===== config.mk =====
export PLATFORM = sky130hd
export DESIGN_NAME = mem_arbiter
export DESIGN_NICKNAME = d
export VERILOG_FILES = /design/src/rtl/mem_arbiter.sv
export SDC_FILE = /design/constraint.sdc
export NUM_CORES = 1
export LEC_CHECK = 0
export CAP_MARGIN = 30
export CORE_MARGIN = 2
export CORE_UTILIZATION = 35
export CTS_CLUSTER_SIZE = 16
export DETAILED_ROUTE_END_ITERATION = 10
export GPL_TIMING_DRIVEN = 0
export PLACE_DENSITY = 0.7
export SETUP_SLACK_MARGIN = 0.15
export SLEW_MARGIN = 20
export SYNTH_ARGS = -nofsm -noshare
export SYNTH_HDL_FRONTEND = slang
export SYNTH_SLANG_ARGS = --single-unit

===== constraint.sdc =====
create_clock -name clk -period 15 [get_ports clk]
set_clock_uncertainty 0.15 [all_clocks]
set_input_delay 3 -clock clk [delete_from_list [all_inputs] [get_ports clk]]
set_output_delay 3 -clock clk [all_outputs]
set_load 0.005 [all_outputs]

===== src/rtl/mem_arbiter.sv =====
// mem_arbiter
// Shares one single-port unified memory between the instruction-fetch path
// and the load/store path of an RV32 core. Data accesses take priority, and a
// starvation counter forces a fetch grant after MAX_D_BURST data grants made
// while fetch was waiting. A misaligned fetch is answered with a fault pulse
// and never reaches memory.
//
// Ports
//   clk, rst                       clock, asynchronous active-high reset
//   if_req_i, if_addr_i            fetch request (held until if_ack_o)
//   if_rdata_o, if_ack_o,
//   if_fault_o                     fetch response (ack/fault are 1-cycle pulses)
//   d_req_i, d_we_i, d_addr_i,
//   d_wdata_i, d_be_i              load/store request (held until d_ack_o)
//   d_rdata_o, d_ack_o             load/store response
//   mem_req_o, mem_we_o,
//   mem_addr_o, mem_wdata_o,
//   mem_be_o                       registered memory request, held until ready
//   mem_rdata_i, mem_ready_i       memory response
//   busy_o                         a memory transfer is in progress
module mem_arbiter #(
  parameter int ADDR_W      = 32,
  parameter int DATA_W      = 32,
  parameter int MAX_D_BURST = 4
) (
  input  logic              clk,
  input  logic              rst,
  input  logic              if_req_i,
  input  logic [ADDR_W-1:0] if_addr_i,
  output logic [DATA_W-1:0] if_rdata_o,
  output logic              if_ack_o,
  output logic              if_fault_o,
  input  logic              d_req_i,
  input  logic              d_we_i,
  input  logic [ADDR_W-1:0] d_addr_i,
  input  logic [DATA_W-1:0] d_wdata_i,
  input  logic [3:0]        d_be_i,
  output logic [DATA_W-1:0] d_rdata_o,
  output logic              d_ack_o,
  output logic              mem_req_o,
  output logic              mem_we_o,
  output logic [ADDR_W-1:0] mem_addr_o,
  output logic [DATA_W-1:0] mem_wdata_o,
  output logic [3:0]        mem_be_o,
  input  logic [DATA_W-1:0] mem_rdata_i,
  input  logic              mem_ready_i,
  output logic              busy_o
);

  typedef enum logic [1:0] {
    IDLE    = 2'd0,
    BUSY_IF = 2'd1,
    BUSY_D  = 2'd2
  } state_t;

  localparam logic [3:0] MAX_CNT = 4'(MAX_D_BURST);

  state_t            state_q, state_d;
  logic              memWe_q, memWe_d;
  logic [ADDR_W-1:0] memAddr_q, memAddr_d;
  logic [DATA_W-1:0] memWdata_q, memWdata_d;
  logic [3:0]        memBe_q, memBe_d;
  logic [DATA_W-1:0] ifRdata_q, ifRdata_d;
  logic [DATA_W-1:0] dRdata_q, dRdata_d;
  logic              ifAck_q, ifAck_d;
  logic              dAck_q, dAck_d;
  logic              ifFault_q, ifFault_d;
  logic [3:0]        starveCnt_q, starveCnt_d;

  // A requester keeps req high during its own ack cycle; that cycle must not
  // be mistaken for a fresh request.
  logic ifPending, dPending, fetchWins, ifMisaligned;

  assign ifPending    = if_req_i & ~ifAck_q;
  assign dPending     = d_req_i & ~dAck_q;
  assign fetchWins    = ifPending & (~dPending | (starveCnt_q == MAX_CNT));
  assign ifMisaligned = |if_addr_i[1:0];

  always_ff @(posedge clk or posedge rst) begin
    if (rst) begin
      state_q     <= IDLE;
      memWe_q     <= 1'b0;
      memAddr_q   <= '0;
      memWdata_q  <= '0;
      memBe_q     <= '0;
      ifRdata_q   <= '0;
      dRdata_q    <= '0;
      ifAck_q     <= 1'b0;
      dAck_q      <= 1'b0;
      ifFault_q   <= 1'b0;
      starveCnt_q <= '0;
    end else begin
      state_q     <= state_d;
      memWe_q     <= memWe_d;
      memAddr_q   <= memAddr_d;
      memWdata_q  <= memWdata_d;
      memBe_q     <= memBe_d;
      ifRdata_q   <= ifRdata_d;
      dRdata_q    <= dRdata_d;
      ifAck_q     <= ifAck_d;
      dAck_q      <= dAck_d;
      ifFault_q   <= ifFault_d;
      starveCnt_q <= starveCnt_d;
    end
  end

  always_comb begin
    state_d     = state_q;
    memWe_d     = memWe_q;
    memAddr_d   = memAddr_q;
    memWdata_d  = memWdata_q;
    memBe_d     = memBe_q;
    ifRdata_d   = ifRdata_q;
    dRdata_d    = dRdata_q;
    ifAck_d     = 1'b0;
    dAck_d      = 1'b0;
    ifFault_d   = 1'b0;
    starveCnt_d = starveCnt_q;

    unique case (state_q)
      IDLE: begin
        if (fetchWins) begin
          starveCnt_d = '0;
          if (ifMisaligned) begin
            // Answered locally: fault pulse next cycle, memory untouched,
            // and the data side loses this arbitration slot.
            ifAck_d   = 1'b1;
            ifFault_d = 1'b1;
          end else begin
            state_d    = BUSY_IF;
            memWe_d    = 1'b0;
            memAddr_d  = if_addr_i;
            memWdata_d = '0;
            memBe_d    = 4'hF;
          end
        end else if (dPending) begin
          state_d    = BUSY_D;
          memWe_d    = d_we_i;
          memAddr_d  = d_addr_i;
          memWdata_d = d_wdata_i;
          memBe_d    = d_be_i;
          if (ifPending && (starveCnt_q != MAX_CNT)) begin
            starveCnt_d = starveCnt_q + 4'd1;
          end
        end
      end
      BUSY_IF: begin
        if (mem_ready_i) begin
          ifRdata_d = mem_rdata_i;
          ifAck_d   = 1'b1;
          state_d   = IDLE;
        end
      end
      BUSY_D: begin
        if (mem_ready_i) begin
          if (!memWe_q) begin
            dRdata_d = mem_rdata_i;
          end
          dAck_d  = 1'b1;
          state_d = IDLE;
        end
      end
      default: state_d = IDLE;
    endcase
  end

  // Driven straight from the state register so an async reset drops the
  // outstanding request in the same instant.
  assign mem_req_o   = (state_q != IDLE);
  assign busy_o      = (state_q != IDLE);
  assign mem_we_o    = memWe_q;
  assign mem_addr_o  = memAddr_q;
  assign mem_wdata_o = memWdata_q;
  assign mem_be_o    = memBe_q;
  assign if_rdata_o  = ifRdata_q;
  assign d_rdata_o   = dRdata_q;
  assign if_ack_o    = ifAck_q;
  assign d_ack_o     = dAck_q;
  assign if_fault_o  = ifFault_q;

endmodule


## Yosys cells after proc, flatten, opt, wreduce, memory -nomap -nowiden

Cells that the tools add are included.

| storage, ports and cells | value |
|---|---|
| register bits | 142 |
| word-level logic and storage cells | 66 |
| output and inout port bits | 138 |

| operators by class | value |
|---|---|
| add/subtract/negate cells | 1 |
| eq/ne operators | 8 |
| bitwise gates (word level) | 8 |
| reductions and logical operators | 12 |
| multiplexer cells | 26 |

Operators by type and width:

| operator | number |
|---|---|
| $mux W32 | 6 |
| $mux W4 | 6 |
| $reduce_and A3 Y1 | 4 |
| $mux W1 | 8 |
| $mux W2 | 4 |
| $ne A3 B3 Y1 const B | 2 |
| $reduce_bool A2 Y1 | 3 |
| $add A4 B1 Y4 const B | 1 |
| $eq A4 B3 Y1 const B | 1 |
| $ne A4 B3 Y1 const B | 1 |
| $not A1 Y1 | 4 |
| $pmux W2 S2 | 1 |
| $reduce_or A2 Y1 | 2 |
| $and A1 B1 Y1 | 3 |
| $eq A2 B1 Y1 const B | 1 |
| $eq A2 B2 Y1 const B | 1 |
| $logic_not A2 Y1 | 1 |
| $ne A2 B1 Y1 const B | 1 |
| $ne A2 B2 Y1 const B | 1 |
| $pmux W1 S2 | 1 |
| $reduce_and A2 Y1 | 1 |
| $logic_and A1 B1 Y1 | 1 |
| $or A1 B1 Y1 | 1 |

## Depth between registers and ports, before layout

Gate-level depths: netlist (run 1).

| depth | value |
|---|---|
| depth after elaboration | 7 |
| depth in mapped cells | 8 |
| gate-level depth less buffers | 6 |

## Worst setup path before layout (run 1)

OpenSTA, ideal clock, no wires.

| path | value |
|---|---|
| path kind | input to register |
| from | input port d_req_i |
| to | register memAddr_q[24] (netlist: mem_addr_o[24]) |
| data required time | 14.725 ns |
| setup time | 0.125 ns |
| path buffers | 1 |
| stages | 5 |
| slack | 10.482 ns |
| arrival time | 4.243 ns |
| path through | nor2b_1 -> a21oi_1 -> buf_2 -> mux2_2 -> mux2_2 |

| between the ends | value |
|---|---|
| word-level cells in the longest chain between the ends | 6 |
| elaborated cells on any way between the ends | 8 |
| classes of those cells | 1 x eq/ne; 1 x mux; 4 x bitwise; 2 x reduce/logical |

Ends and longest elaborated chain:

| what | RTL line | source |
|---|---|---|
| start: declaration | 33 | `input logic d_req_i,` |
| $and A1 B1 Y1 (*) | 75 | `assign dPending = d_req_i & ~dAck_q;` |
| $not A1 Y1 | 76 | `assign fetchWins = ifPending & (~dPending \| (starveCnt_q == MAX_CNT));` |
| $or A1 B1 Y1 | 76 |  |
| $and A1 B1 Y1 | 76 |  |
| $ne A2 B2 Y1 (no source line) or $reduce_bool A2 Y1 (tied branches) | n/a |  |
| $reduce_and A3 Y1 (no source line) | n/a |  |
| end signal: assignment | 95 | `memAddr_q <= memAddr_d;` |
| end: declaration | 60 | `logic [ADDR_W-1:0] memAddr_q, memAddr_d;` |

Mark *: on every way between the ends. The rest lies on a longest branch, timed or not.
A chain may end at the register's enable or synchronous reset.

## Worst setup path in the final report (run 1)

| path | value |
|---|---|
| from | register state_q[1] |
| to | output port mem_req_o |

| between the ends | value |
|---|---|
| word-level cells in the longest chain between the ends | 1 |

Ends and longest elaborated chain:

| what | RTL line | source |
|---|---|---|
| start: declaration | 58 | `state_t state_q, state_d;` |
| start signal: assignment | 93 | `state_q <= state_d;` |
| $reduce_bool A2 Y1 | 169 | `assign mem_req_o = (state_q != IDLE);` |
| end: declaration | 40 | `output logic mem_req_o,` |

No other way between the ends.

==> metrics.md, run 1 <==
| Metric | Value |
|---|---|
| Mapped Nets | 526 |
| Critical path's slowest cell | clkdlybuf4s50_1 |
| Total Die Area | 17900 sq um |
| Pleak | 4.06 nW |
| Vias | 4284 |
| 1st-pass router iterations | 4 |
| Post-route minimum period | 5260 ps |
| Critical path launch point type | register |
| MaxCap Viol Count | 0 |
| Starting Density | 35.7% |
| Outcome | completed |
| Fin. Hold Viols | 0 |
| Top-count cell post-synth | dfrtp_1 |
| Main synth FF type | dfrtp_1 |
| Flop2flop setup slack | 12430 ps |
| Post-Syn Area per Cell | 15.4 sq um |
| CP startpoint | state_q[1] |
| Via density | 4.70 |
| Setup TNS | 0 ps |
| GP Congestion | 0.799 |
| Register-to-Register Path Depth | 7 |
| Worst hold margin | 341 ps |
| Critical Path RT | 11850 ps |
| IO Pins | 276 |
| Critical Path, Cell by Cell | inv_1 > ha_1 > clkbuf_1 > inv_1 > buf_4 > clkdlybuf4s50_1 |
| Worst VDD drop | 0.0000876 V |
| Synth top area cells | dfrtp_1 60%, mux2_2 19%, mux2_4 6.6% |
| Final ANT Viol Nets | 0 |
| Crit path depth | 6 |
| Overflow after GRT | 0 |
| Crit-path leading delay family | buffers and inverters |
| Area growth syn-to-layout | 61.8% |
| Final Core Density | 57.7% |
| Largest net degree at the start of global routing | 74 |
| Tcrit/Tclk final | 35.1% |
| Most used cell, CP | inv_1 |
| Port bufs | 275 |
| Final WL | 16100 um |
| Post-synth top area share | 60.3% |
| TritonCTS Buffers | 17 |
| Post-CTS Setup Inserts | 0 |
| Global-route wire length before repair | 25300 um |
| Total Routing Usage GR | 18.1% |
| Sequential area share after synthesis | 60.3% |
| Worst setup path endpoint | mem_req_o |
| DP HPWL | 11900 um |
| Num Clock Sinks | 142 |
| Final setup vio count | 0 |
| Tot Pwr | 1.96 mW |
| Mapped Cells | 383 |
| Netlist cell types | 37 |
| Initial antenna violation count | 0 |
| Crit. End Element | output pin |
| Yosys top cell by area | dfrtp_1 |
| Vias in the first global route | 4739 |
| Post-CTS sizing | 0 |
| Routed wire length per instance | 17.7 um |
| Share of cells above drive strength 1 | 26.2% |
| Residual DRC | 0 |
| Initial DRC Count | 126 |
| Layout Nets | 821 |
| Htree depth | 4 |
| Fin. max-slew vios | 0 |
| Actual slew at the worst max-slew pin | 656 ps |
| Core area | 16500 sq um |
| Die W | 134 um |
| Hold WC Path Type | reg2reg |
| Non-Filler Instances | 911 |
| Synth cell count leaders | 142 x dfrtp_1, 101 x mux2_2, 33 x a22o_1 |
| CP arrival | 2110 ps |
| Register bit total from synthesis | 142 |
| Max incr delay on CP | 430 ps |
| Die height | 134 um |
| Row count | 47 |
| DP Cell Count | 879 |
| Crit path kind | reg2out |
| Share of flip-flops with an asynchronous set or reset | 100% |
| Number of inserted diodes | 0 |
| Post-Syn Area | 5900 sq um |
| R2r startpoint | starveCnt_q[0] |
| CTS clk-pin slew, worst paths | 70 ps |
| Reg2reg end | mem_addr_o[6] |
| Hold path cells | 1 |
| Hold-fix buffers at CTS | 0 |
| Post-synth EDFFs | 0 |
| YS warnings | 0 |
| CTS tree | built |
| Max-slew headroom | 56.2% |
| Skew-Pair Late Insertion Delay | 410 ps |
| Clock Path Buffers | 2 |
| CTS root buffer | clkbuf_16 |
| Worst path bufs/invs | 5 |
| Pwr/cell area | 206 nW/um^2 |
| Maximum clock rate | 0.190 GHz |
| Maximum fanout along the worst path | 8 |
| RSZ-0062 raised after global routing | no |
==> stage by stage <==
stage | setup slack, ps | area (sq um)
floorplan | 8040 | 5900
global placement | 6250 | 8920
detailed placement | 9550 | 8960
CTS | 9710 | 9540
global route | 9620 | 9540
finish | 9740 | 9540
==> per-layer routing <==
metal	wire (um)	GRT usage (%)	up-vias	part of all wire (%)
li1	-	-	1986	-
met1	6420	21.0	2102	40
met2	8060	31.4	173	50
met3	1280	6.50	23	8.0
met4	348	5.67	0	2.2
met5	0	0	-	0
==> how the worst min path moves through the flow <==
stage | from | to | slack, ps
final | mem_be_o[0] | mem_be_o[0] | 340
after detailed placement | mem_be_o[0] | mem_be_o[0] | 330
after CTS | mem_be_o[0] | mem_be_o[0] | 340
after global placement | d_rdata_o[2] | d_rdata_o[2] | 330
after global routing | mem_be_o[2] | mem_be_o[2] | 360
after floorplan | state_q[1] | state_q[1] | 330
==> state kept, by name, indices dropped and copies added (netlist names), 2 cells and up <==
register     count
starveCnt_q      4
state_q          2
d_rdata_o       32
mem_be_o         4
mem_wdata_o     32
mem_addr_o      32
if_rdata_o      32
==> power by group <==
group	internal [mW]	switching, mW
registers	0.568	0.102
logic	0.585	0.296
clock network	0.234	0.178
==> logic make-up (layout without fill, tap and decap cells) <==
family | count (synthesis) | after routing | synth area share, %
DFF | 142 | 142 | 60.3
AOI/OAI and AO/OA | 54 | 54 | 7.43
and+or+nand+nor | 26 | 26 | 2.59
muxes | 128 | 128 | 26.1
buffers and inverters | 28 | 336 | 2.55
adders and majority gates | 5 | 5 | 1.06
==> final cells by class <==
cell class | instances | area, sq um
well taps | 220 | 275
multi-input cells | 213 | 2190
fillers | 1357 | 6990
inverters | 6 | 30.0
plain buffers | 22 | 128
flip-flops and latches | 142 | 3550
clock inverters | 15 | 153
repair buffers | 276 | 2780
clock buffers | 17 | 425
==> placed cells by master (no fill, tap or decap), drive strengths merged <==
| cell type | synthesis | layout |
|---|---|---|
| clkdlybuf4s50 | 0 | 275 |
| dfrtp | 142 | 142 |
| mux2 | 128 | 128 |
| a22o | 33 | 33 |
| clkbuf | 5 | 22 |
| buf | 17 | 18 |
| inv | 6 | 14 |
| nand2 | 5 | 5 |
| o21ai | 5 | 5 |
| ha | 5 | 5 |
| nor3 | 4 | 4 |
| o22a | 4 | 4 |
| a21oi | 4 | 4 |
| clkinvlp | 0 | 4 |
| nand2b | 3 | 3 |
| nor2 | 3 | 3 |
| nand3b | 2 | 2 |
| nor2b | 2 | 2 |
| nand3 | 2 | 2 |
| clkinv | 0 | 2 |
| o31ai | 2 | 2 |
| and2 | 1 | 1 |
| o211ai | 1 | 1 |
| and3b | 1 | 1 |
| and2b | 1 | 1 |
| o31a | 1 | 1 |
| a31oi | 1 | 1 |
| or2 | 1 | 1 |
| a211oi | 1 | 1 |
| o22ai | 1 | 1 |
| a21o | 1 | 1 |
| nand4 | 1 | 1 |
| bufinv | 0 | 1 |
(Power assumes the default switching activity.)
==> inputs of run 2 (changes only) <==
==> constraint.sdc (replaced) <==
create_clock -name clk -period 5.4 [get_ports clk]
set_clock_uncertainty 0.15 [all_clocks]
set_input_delay 1.08 -clock clk [delete_from_list [all_inputs] [get_ports clk]]
set_output_delay 1.08 -clock clk [all_outputs]
set_load 0.005 [all_outputs]
==> results of run 2 <==
Same layout as run 1 (identical final DEF). Status: completed.
Main changes from that run: setup slack after placement 9550 ps -> 1870 ps; setup slack after layout 9740 ps -> 2060 ps; register-to-register setup slack 12430 ps -> 2830 ps; total power 1.96 mW -> 5.45 mW; worst IR drop on VDD 0.0000876 V -> 0.000243 V
==> inputs of run 3 (changes only) <==
==> constraint.sdc (replaced) <==
create_clock -name clk -period 3.25 [get_ports clk]
set_clock_uncertainty 0.15 [all_clocks]
set_input_delay 0.65 -clock clk [delete_from_list [all_inputs] [get_ports clk]]
set_output_delay 0.65 -clock clk [all_outputs]
set_load 0.005 [all_outputs]
==> run 3 against run 2 <==
Global-route usage decreased by 0.15 points. Register-to-register slack worse by 2000 ps. Combinational power up 66%. Clock power up 56%. Critical path type unchanged. Critical endpoint unchanged. Highest routed layer unchanged.
==> metrics.md, run 3 (synthesized netlist as in run 1, its figures left out) <==
| Metric | Value |
|---|---|
| Hold-fix buffers at CTS | 0 (unchanged) |
| IO Pins | 276 (unchanged) |
| Tcrit/Tclk final | 89.7% |
| Post-CTS Setup Inserts | 0 (unchanged) |
| Critical Path, Cell by Cell | inv_1 > ha_1 > clkbuf_1 > inv_1 > buf_4 > clkdlybuf4s50_1 (unchanged) |
| Num Clock Sinks | 142 (unchanged) |
| Overflow after GRT | 0 (unchanged) |
| Skew-Pair Late Insertion Delay | 400 ps (was 410 ps) |
| Commonest non-fill, non-tap cell in the layout | clkdlybuf4s50_1 (unchanged) |
| Number of inserted diodes | 0 (unchanged) |
| RSZ-0062 raised after global routing | no (unchanged) |
| Outcome | completed (unchanged) |
| Post-CTS sizing | 0 (unchanged) |
| Critical Path RT | 2450 ps (was 4170 ps) |
| Most frequent cells in the layout | 275 x clkdlybuf4s50_1, 142 x dfrtp_1, 101 x mux2_2 (unchanged) |
| Pwr/cell area | 934 nW/um^2 (was 572 nW/um^2) |
| DP HPWL | 11900 um (about the same) |
| Max incr delay on CP | 430 ps (about the same) |
| Most used cell, CP | inv_1 (unchanged) |
| Critical path's slowest cell | clkdlybuf4s50_1 (unchanged) |
| Routed wire length per instance | 17.4 um (was 17.7 um) |
| Crit. End Element | output pin (unchanged) |
| Vias | 4320 (was 4284) |
| Layout Nets | 824 (was 821) |
| Global-route wire length before repair | 25100 um (was 25300 um) |
| Final ANT Viol Nets | 0 (unchanged) |
| Die height | 134 um (unchanged) |
| Total Routing Usage GR | 18.0% (was 18.1%) |
| MaxCap Viol Count | 0 (unchanged) |
| Residual DRC | 0 (unchanged) |
| Final WL | 15900 um (was 16100 um) |
| Area of the multi-input gates | 2190 sq um (unchanged) |
| Port bufs | 275 (unchanged) |
| Filler Cell Count | 1348 (was 1357) |
| Share of cells above drive strength 1 | 26.1% (was 26.2%) |
| Final setup vio count | 0 (unchanged) |
| Setup TNS | 0 ps (unchanged) |
| Area growth syn-to-layout | 61.9% (was 61.8%) |
| FF+latch area | 3550 sq um (unchanged) |
| Worst VDD drop | 0.000433 V (was 0.000243 V) |
| Crit-path leading delay family | buffers and inverters (unchanged) |
| Fin. max-slew vios | 0 (unchanged) |
| Row count | 47 (unchanged) |
| CTS root buffer | clkbuf_16 (unchanged) |
| CTS clk-pin slew, worst paths | 60 ps (was 70 ps) |
| Actual slew at the worst max-slew pin | 649 ps (was 656 ps) |
| Max-slew headroom | 56.8% (was 56.2%) |
| Clock Path Buffers | 2 (unchanged) |
| Maximum fanout along the worst path | 8 (unchanged) |
| Total Die Area | 17900 sq um (unchanged) |
| Htree depth | 4 (unchanged) |
| Starting Density | 35.7% (unchanged) |
| Maximum clock rate | 0.343 GHz |
| Worst hold margin | 343 ps (was 341 ps) |
| Crit path kind | reg2out (unchanged) |
| Post-route minimum period | 2920 ps |
| Fin. Hold Viols | 0 (unchanged) |
| Die W | 134 um (unchanged) |
| Core area | 16500 sq um (unchanged) |
| Worst path bufs/invs | 5 (unchanged) |
| Critical path launch point type | register (unchanged) |
| CP arrival | 2120 ps (was 2110 ps) |
| GP Congestion | 0.798 (was 0.799) |
| Initial DRC Count | 98 (was 126) |
| Vias in the first global route | 4628 (was 4739) |
| Initial antenna violation count | 0 (unchanged) |
| CTS tree | built (unchanged) |
| 1st-pass router iterations | 4 (unchanged) |
| Pleak | 4.08 nW (was 4.06 nW) |
| Via density | 4.73 (was 4.70) |
| TritonCTS Buffers | 17 (unchanged) |
| Largest net degree at the start of global routing | 34 (was 74) |
| Hold WC Path Type | reg2reg (unchanged) |
run 3: per-layer routing:
metal,global-route usage [%],up-vias,wire (um)
li1,-,1991,-
met1,20.9,2146,6180
met2,30.9,172,8130
met3,6.95,11,1370
met4,5.02,0,177
met5,0,-,0
run 3: per-stage QoR:
step	total power [mW]	std cells	setup WS, ps	cell area, sq um	utilization [%]
3_5_place_dp	7.20	882	218	9010	54.5
4_1_cts	9.07	913	280	9550	57.8
6_report	8.92	913	333	9550	57.8
3_3_place_gp	7.08	878	-521	8930	54.0
2_1_floorplan	4.89	383	673	5900	-
5_1_grt	9.48	913	189	9550	57.8
run 3: layout make-up:
| class | instances | area share [%] |
|---|---|---|
| Inverter | 6 | 0.275 |
| Clock inverter | 11 | 0.983 |
| Timing Repair Buffer | 279 | 29.7 |
| Clock buffer | 20 | 4.68 |
| Buffer | 22 | 1.34 |
| Multi-Input combinational cell | 213 | 23.0 |
| Sequential cell | 142 | 37.2 |
| Tap cell | 220 | 2.88 |
run 3: where the power goes:
part           total [mW]  switching, mW  internal, mW
sequential           3.09          0.465          2.62
combinational        4.06           1.35          2.71
clock                1.78          0.712          1.06
run 3: path summary, 6_finish.rpt:
check | from | endpoint | slack (ps) | cells after the start
min in group asynchronous | rst | mem_addr_o[6] | 490 | 2
worst min register to register | mem_be_o[3] | mem_be_o[3] | 340 | 1
worst min-delay path | mem_be_o[3] | mem_be_o[3] | 340 | 1
worst max-delay path | state_q[1] | mem_req_o | 330 | 6
worst max register to register | starveCnt_q[0] | mem_addr_o[3] | 790 | 7
max in group asynchronous | rst | mem_wdata_o[4] | 1440 | 5
